### src/rtl/fetch_unit_pkg.sv
// Shared pipeline definitions for the instruction-fetch stage.
package fetch_unit_pkg;

  localparam logic [31:0] RESET_PC = 32'h1c00_0000;
  localparam logic [31:0] NOP_INST = 32'h0000_0000;

  typedef enum logic [1:0] {
    IDLE = 2'd0,
    REQ  = 2'd1,
    DROP = 2'd2
  } fetch_state_e;

  // Instruction addresses are word aligned; low bits of a redirect are ignored.
  function automatic logic [31:0] align_pc(input logic [31:0] addr);
    return addr & 32'hffff_fffc;
  endfunction

endpackage

### src/rtl/fetch_unit_if.sv
// Fetch-stage bundle: hazard/redirect inputs, imem handshake and IF/ID outputs.
interface fetch_unit_if;

  logic        stall;
  logic        br_taken;
  logic [31:0] br_target;
  logic        imem_req;
  logic [31:0] imem_addr;
  logic        imem_ack;
  logic [31:0] imem_rdata;
  logic [31:0] pc_out;
  logic [31:0] pcadd4_out;
  logic [31:0] inst_out;
  logic        commit_out;

  modport master (
    input  stall, br_taken, br_target, imem_ack, imem_rdata,
    output imem_req, imem_addr, pc_out, pcadd4_out, inst_out, commit_out
  );

  modport slave (
    output stall, br_taken, br_target, imem_ack, imem_rdata,
    input  imem_req, imem_addr, pc_out, pcadd4_out, inst_out, commit_out
  );

endinterface

### src/rtl/fetch_unit.sv
// Instruction-fetch stage: owns the fetch PC, handshakes with imem and buffers
// one instruction for IF/ID, discarding responses made stale by a redirect.
module fetch_unit #(
  parameter logic [31:0] RESET_PC = fetch_unit_pkg::RESET_PC
) (
  input logic           clk,
  input logic           rst,
  fetch_unit_if.master  fif
);
  import fetch_unit_pkg::*;

  fetch_state_e state_q, state_d;
  logic [31:0]  fpc_q, fpc_d;
  logic [31:0]  drop_addr_q, drop_addr_d;
  logic         ob_valid_q, ob_valid_d;
  logic [31:0]  ob_pc_q, ob_pc_d;
  logic [31:0]  ob_inst_q, ob_inst_d;
  logic         accept;
  logic [31:0]  target;

  assign accept = ob_valid_q & ~fif.stall;
  assign target = align_pc(fif.br_target);

  always_ff @(posedge clk) begin
    if (rst) begin
      state_q     <= REQ;
      fpc_q       <= RESET_PC;
      drop_addr_q <= RESET_PC;
      ob_valid_q  <= 1'b0;
      ob_pc_q     <= RESET_PC;
      ob_inst_q   <= NOP_INST;
    end else begin
      state_q     <= state_d;
      fpc_q       <= fpc_d;
      drop_addr_q <= drop_addr_d;
      ob_valid_q  <= ob_valid_d;
      ob_pc_q     <= ob_pc_d;
      ob_inst_q   <= ob_inst_d;
    end
  end

  always_comb begin
    state_d     = state_q;
    fpc_d       = fpc_q;
    drop_addr_d = drop_addr_q;
    ob_valid_d  = ob_valid_q;
    ob_pc_d     = ob_pc_q;
    ob_inst_d   = ob_inst_q;

    if (accept) ob_valid_d = 1'b0;

    unique case (state_q)
      IDLE: begin
        if (fif.br_taken) begin
          fpc_d   = target;
          state_d = REQ;
        end else if (!ob_valid_q || accept) begin
          state_d = REQ;
        end
      end
      REQ: begin
        if (fif.br_taken) begin
          fpc_d = target;
          // Without an ack the old request is still outstanding and must be drained.
          if (!fif.imem_ack) begin
            drop_addr_d = fpc_q;
            state_d     = DROP;
          end
        end else if (fif.imem_ack) begin
          ob_pc_d    = fpc_q;
          ob_inst_d  = fif.imem_rdata;
          ob_valid_d = 1'b1;
          fpc_d      = fpc_q + 32'd4;
          state_d    = IDLE;
        end
      end
      DROP: begin
        if (fif.br_taken) fpc_d = target;
        if (fif.imem_ack) state_d = REQ;
      end
      default: state_d = REQ;
    endcase

    if (fif.br_taken) ob_valid_d = 1'b0;
  end

  assign fif.imem_req   = (state_q == REQ) || (state_q == DROP);
  assign fif.imem_addr  = (state_q == DROP) ? drop_addr_q : fpc_q;
  assign fif.pc_out     = ob_pc_q;
  assign fif.pcadd4_out = ob_pc_q + 32'd4;
  assign fif.inst_out   = ob_valid_q ? ob_inst_q : NOP_INST;
  assign fif.commit_out = ob_valid_q;

endmodule

### src/flat_wrapper.sv
// flat-port wrapper written by rule: the top's interface ports become plain ports
module fetch_unit_flat import fetch_unit_pkg::*;
#(
  parameter logic [31:0] RESET_PC = fetch_unit_pkg::RESET_PC
)
  (clk, rst, fif_stall, fif_br_taken, fif_br_target, fif_imem_ack, fif_imem_rdata, fif_imem_req, fif_imem_addr, fif_pc_out, fif_pcadd4_out, fif_inst_out, fif_commit_out);
  fetch_unit_if fif_i ();
  input logic clk;
  input logic rst;
  input wire logic [$bits(fif_i.stall)-1:0] fif_stall;
  input wire logic [$bits(fif_i.br_taken)-1:0] fif_br_taken;
  input wire logic [$bits(fif_i.br_target)-1:0] fif_br_target;
  input wire logic [$bits(fif_i.imem_ack)-1:0] fif_imem_ack;
  input wire logic [$bits(fif_i.imem_rdata)-1:0] fif_imem_rdata;
  output wire logic [$bits(fif_i.imem_req)-1:0] fif_imem_req;
  output wire logic [$bits(fif_i.imem_addr)-1:0] fif_imem_addr;
  output wire logic [$bits(fif_i.pc_out)-1:0] fif_pc_out;
  output wire logic [$bits(fif_i.pcadd4_out)-1:0] fif_pcadd4_out;
  output wire logic [$bits(fif_i.inst_out)-1:0] fif_inst_out;
  output wire logic [$bits(fif_i.commit_out)-1:0] fif_commit_out;
  assign fif_i.stall = fif_stall;
  assign fif_i.br_taken = fif_br_taken;
  assign fif_i.br_target = fif_br_target;
  assign fif_i.imem_ack = fif_imem_ack;
  assign fif_i.imem_rdata = fif_imem_rdata;
  assign fif_imem_req = fif_i.imem_req;
  assign fif_imem_addr = fif_i.imem_addr;
  assign fif_pc_out = fif_i.pc_out;
  assign fif_pcadd4_out = fif_i.pcadd4_out;
  assign fif_inst_out = fif_i.inst_out;
  assign fif_commit_out = fif_i.commit_out;
  fetch_unit #(.RESET_PC(RESET_PC)) u_core (.clk(clk), .rst(rst), .fif(fif_i));
endmodule
### config.mk
export PLATFORM = sky130hd
export DESIGN_NAME = fetch_unit_flat
export DESIGN_NICKNAME = d
export VERILOG_FILES = /design/src/rtl/fetch_unit_pkg.sv /design/src/rtl/fetch_unit_if.sv /design/src/rtl/fetch_unit.sv /design/src/flat_wrapper.sv
export SDC_FILE = /design/constraint.sdc
export NUM_CORES = 1
export LEC_CHECK = 0
export BUFFER_PORTS_ARGS = -buffer_cell sky130_fd_sc_hd__buf_2
export CAP_MARGIN = 20
export CELL_PAD_IN_SITES_DETAIL_PLACEMENT = 0
export CELL_PAD_IN_SITES_GLOBAL_PLACEMENT = 1
export CORE_MARGIN = 3
export CORE_UTILIZATION = 30
export CTS_CLUSTER_SIZE = 30
export DETAILED_ROUTE_END_ITERATION = 10
export PLACE_DENSITY_LB_ADDON = 0.3
export SYNTH_ARGS = -nofsm -noshare
export SYNTH_HDL_FRONTEND = slang
export SYNTH_SLANG_ARGS = --single-unit
export TNS_END_PERCENT = 30
### constraint.sdc
create_clock -name clk -period 2 [get_ports clk]
set_input_delay 0.2 -clock clk [delete_from_list [all_inputs] [get_ports clk]]
set_output_delay 0.2 -clock clk [all_outputs]
set_load 0.03 [all_outputs]
==> run summary <==
P_sw -> 2.40 mW
Standard-cell rows -> 52
Detailed-route wire length per cell -> 16.0 um
Synth Area in XOR/XNOR -> 4.17%
Syn_area_per_cell -> 7.60 um2
Placed instance count -> 1315
Register area -> 2520 um2
IO Port Bufs -> 190
Via Count -> 6684
FF-to-FF path depth -> 8
Bufs on Longest Clock Path -> 2
Largest net degree at the start of global routing -> 63
Share of the synthesized area in the top cell type -> 39.7%
Dominant cells by area after synthesis -> dfxtp_1 40%, nand2_1 13%, a21oi_1 8.6%
Total iterations of the first detailed-routing run -> 8
Area of the core -> 20400 um2
Final WS setup -> -0.0993 ns
DP HPWL -> 15.7 mm
Adder-Cell Fraction of Synth Area -> 1.19%
Hold Slack -> 0.0161 ns
Flop pwr share -> 35.2%
Starting Density -> 30.9%
Failing checks -> setup timing
Tmin final -> 2.10 ns
Crit start category -> flip-flop
Total power -> 7.88 mW
Min-delay src -> fif_imem_rdata[20]
GRT Total Usage -> 19.1%
Die area -> 22800 um2
I/O pin cnt -> 199
Area delta synth->final -> 50.5%
Min-delay worst type -> input pin to flip-flop
Met2 WL -> 9.89 mm
Slew Viols, Final -> 0
Internal Dissipation -> 5.48 mW
Root Buffer -> clkbuf_16
Vias per inst -> 4.86
Post-Syn Area -> 6300 um2
Critical Path Fanout Max -> 5
Main synth FF type -> dfxtp_1
CTS tree -> built
Hold path cells -> 3
Highest metal used -> met4
Clock transition at the registers of the reported paths -> 0.06 ns
Diode count -> 0
Fin crit share -> 105%
Global-route wire length before repair -> 33.9 mm
GP Congestion -> 0.807
Register area share after synthesis -> 39.7%
Setup-failing EPs final -> 13
Fin nets -> 1168
VDD IR max -> 644 uV
Worst Hold Path EP -> u_core.ob_inst_q[20]
Final Hold Fails -> 0
Worst skew pair latency -> 0.43 ns
EDFF count, synth -> 0
Warnings from Yosys -> 0
Setup CP Type -> flip-flop to output pin
CP endpoint kind -> output pin
Status -> complete, but fails checks
Top-count cell post-synth -> nand2_1
Pleak -> 4.07 nW
Unrepaired setup endpoints after global routing -> true
Combinational Power Share -> 21.9%
Async set-or-reset flop fraction in the synthesized netlist -> 0%
Mux contribution to synthesized area -> 4.82%
Reg2Reg Capture Point -> u_core.fpc_q[26]
Fin cells -> 1376
Total CTS buffers -> 17
Final clock skew -> 0.00583 ns
Cells after Synth -> 829
Area of the multi-input gates -> 3870 um2
Met1 Wirelength -> 10.4 mm
Chip width -> 151 um
CTS H-tree depth -> 4
Post-synthesis simple-gate area fraction -> 27.1%
Main combinational cell family by area after synthesis -> simple AND/OR/NAND/NOR gates
Most frequent cells after synthesis -> 226 x nand2_1, 125 x dfxtp_1, 108 x a21oi_1
Initial detailed-routing violation count -> 404
Pwr dens -> 831 nW/um2
Remaining DRCs -> 0
CP arrival -> 1.90 ns
Reg2reg setup slack -> 0.11 ns
MaxCap Viol Count -> 0
Flops & latches, synth -> 125
RR Startpoint -> u_core.state_q[0]
Library cells used by synthesis -> 54
Fmax -> 0.476 GHz
Synth Area in Compound Gates -> 17.7%
Initial antenna violation count -> 0
Sw frac -> 30.4%
Layout cells sized above 1 -> 38.1%
Vias in the first global route -> 6324
Met3 Wirelength -> 1.42 mm
Clk sinks -> 125
Fill cell count -> 2084
Final wirelength -> 22.0 mm
Die Ht -> 151 um
Clock power frac -> 42.9%
CP required -> 1.80 ns
Total gr overflow -> 0
Synth area leader -> dfxtp_1
Antenna Nets Post-Route -> 0
-- cell usage in the layout, fill, tap and decap left out, drive strengths merged, types with 16 or more instances in the layout --
cell,count
buf,288
nand2,226
dfxtp,125
a21oi,108
and2,33
nand3,32
mux2,27
o21ai,26
xnor2,22
dlygate4sd3,21
clkbuf,20
nor2,20
a211oi,16
-- how the worst max path moves through the flow --
stage | start | to | slack (ns)
after detailed placement | u_core.fpc_q[2] | u_core.fpc_q[22] | -0.001
final | u_core.fif.pc_out[8] | fif_pcadd4_out[27] | -0.1
after CTS | u_core.fif.pc_out[8] | fif_pcadd4_out[18] | -0.15
after floorplan | u_core.state_q[0] | u_core.fpc_q[13] | -0.08
after global placement | u_core.fpc_q[2] | u_core.fpc_q[22] | 0.04
after global routing | u_core.fif.pc_out[11] | fif_pcadd4_out[18] | -0.18
-- layout make-up --
cell class / instances / share of cell area, %
clock buffer: 19 / 4.78
clock inverter: 13 / 2.01
inverter: 11 / 0.435
multi-input combinational: 628 / 40.8
sequential: 125 / 26.6
tap: 270 / 3.56
timing repair buffer: 310 / 21.8
-- flip-flops by register name (all words and copies together), names as in the netlist --
signal and count:
u_core.state_q 2, u_core.ob_inst_q 32, u_core.fif.pc_out 30, u_core.fif.commit_out 1, u_core.fpc_q 30, u_core.drop_addr_q 30
-- metrics by stage --
stage / worst slack (ns) / area, um2 / utilization (%) / TNS, ns
floorplan: -0.0776 / 6500 / - / -0.305
global placement: 0.0427 / 8270 / 40.5 / 0
detailed placement: -0.00120 / 8270 / 40.5 / -0.00120
CTS: -0.146 / 9400 / 46.0 / -1.33
global route: -0.179 / 9480 / 46.4 / -2.54
finish: -0.0993 / 9480 / 46.4 / -0.956
-- metal layers --
layer,GRT usage (%),vias to the layer above
met5,0,-
met4,4.94,0
met3,4.82,13
met2,29.1,193
met1,26.9,3115
li1,-,3363
-- power groups by stage --
stage | clock network (mW) | registers, mW | logic, mW
2_1_floorplan | 0 | 2.90 | 0.927
3_3_place_gp | 0 | 2.82 | 1.66
3_5_place_dp | 0 | 2.82 | 1.66
4_1_cts | 3.44 | 2.77 | 1.72
5_1_grt | 3.58 | 2.80 | 1.88
6_report | 3.38 | 2.77 | 1.73
-- kinds of logic (layout without fill, tap and decap cells) --
logic type | Yosys count | in the layout
DFF | 125 | 125
buffers and inverters | 81 | 353
other | 1 | 6
and+or+nand+nor | 371 | 371
AOI/OAI and AO/OA | 188 | 188
xor gates and xnor gates | 30 | 30
adders and majority gates | 6 | 6
muxes | 27 | 27
-- worst max-delay path: stages, from the launching register on --
cell	delay (ns)
dfxtp_2	0.32
and4_4	0.23
and3_4	0.19
and3_4	0.30
nand3_4	0.12
xnor2_4	0.16
buf_6	0.15
-- what timing repair did --
| action | 4_1_cts | 5_1_grt |
|---|---|---|
| gates resized for setup | 63 | 22 |
| endpoints found under the hold margin | 21 | 0 |
| pin swaps | 13 | 9 |
| buffers inserted | 5 | 3 |
| hold buffers | 21 | 0 |
| endpoints found under the setup margin | 50 | 48 |
(Power assumes the default switching activity.)
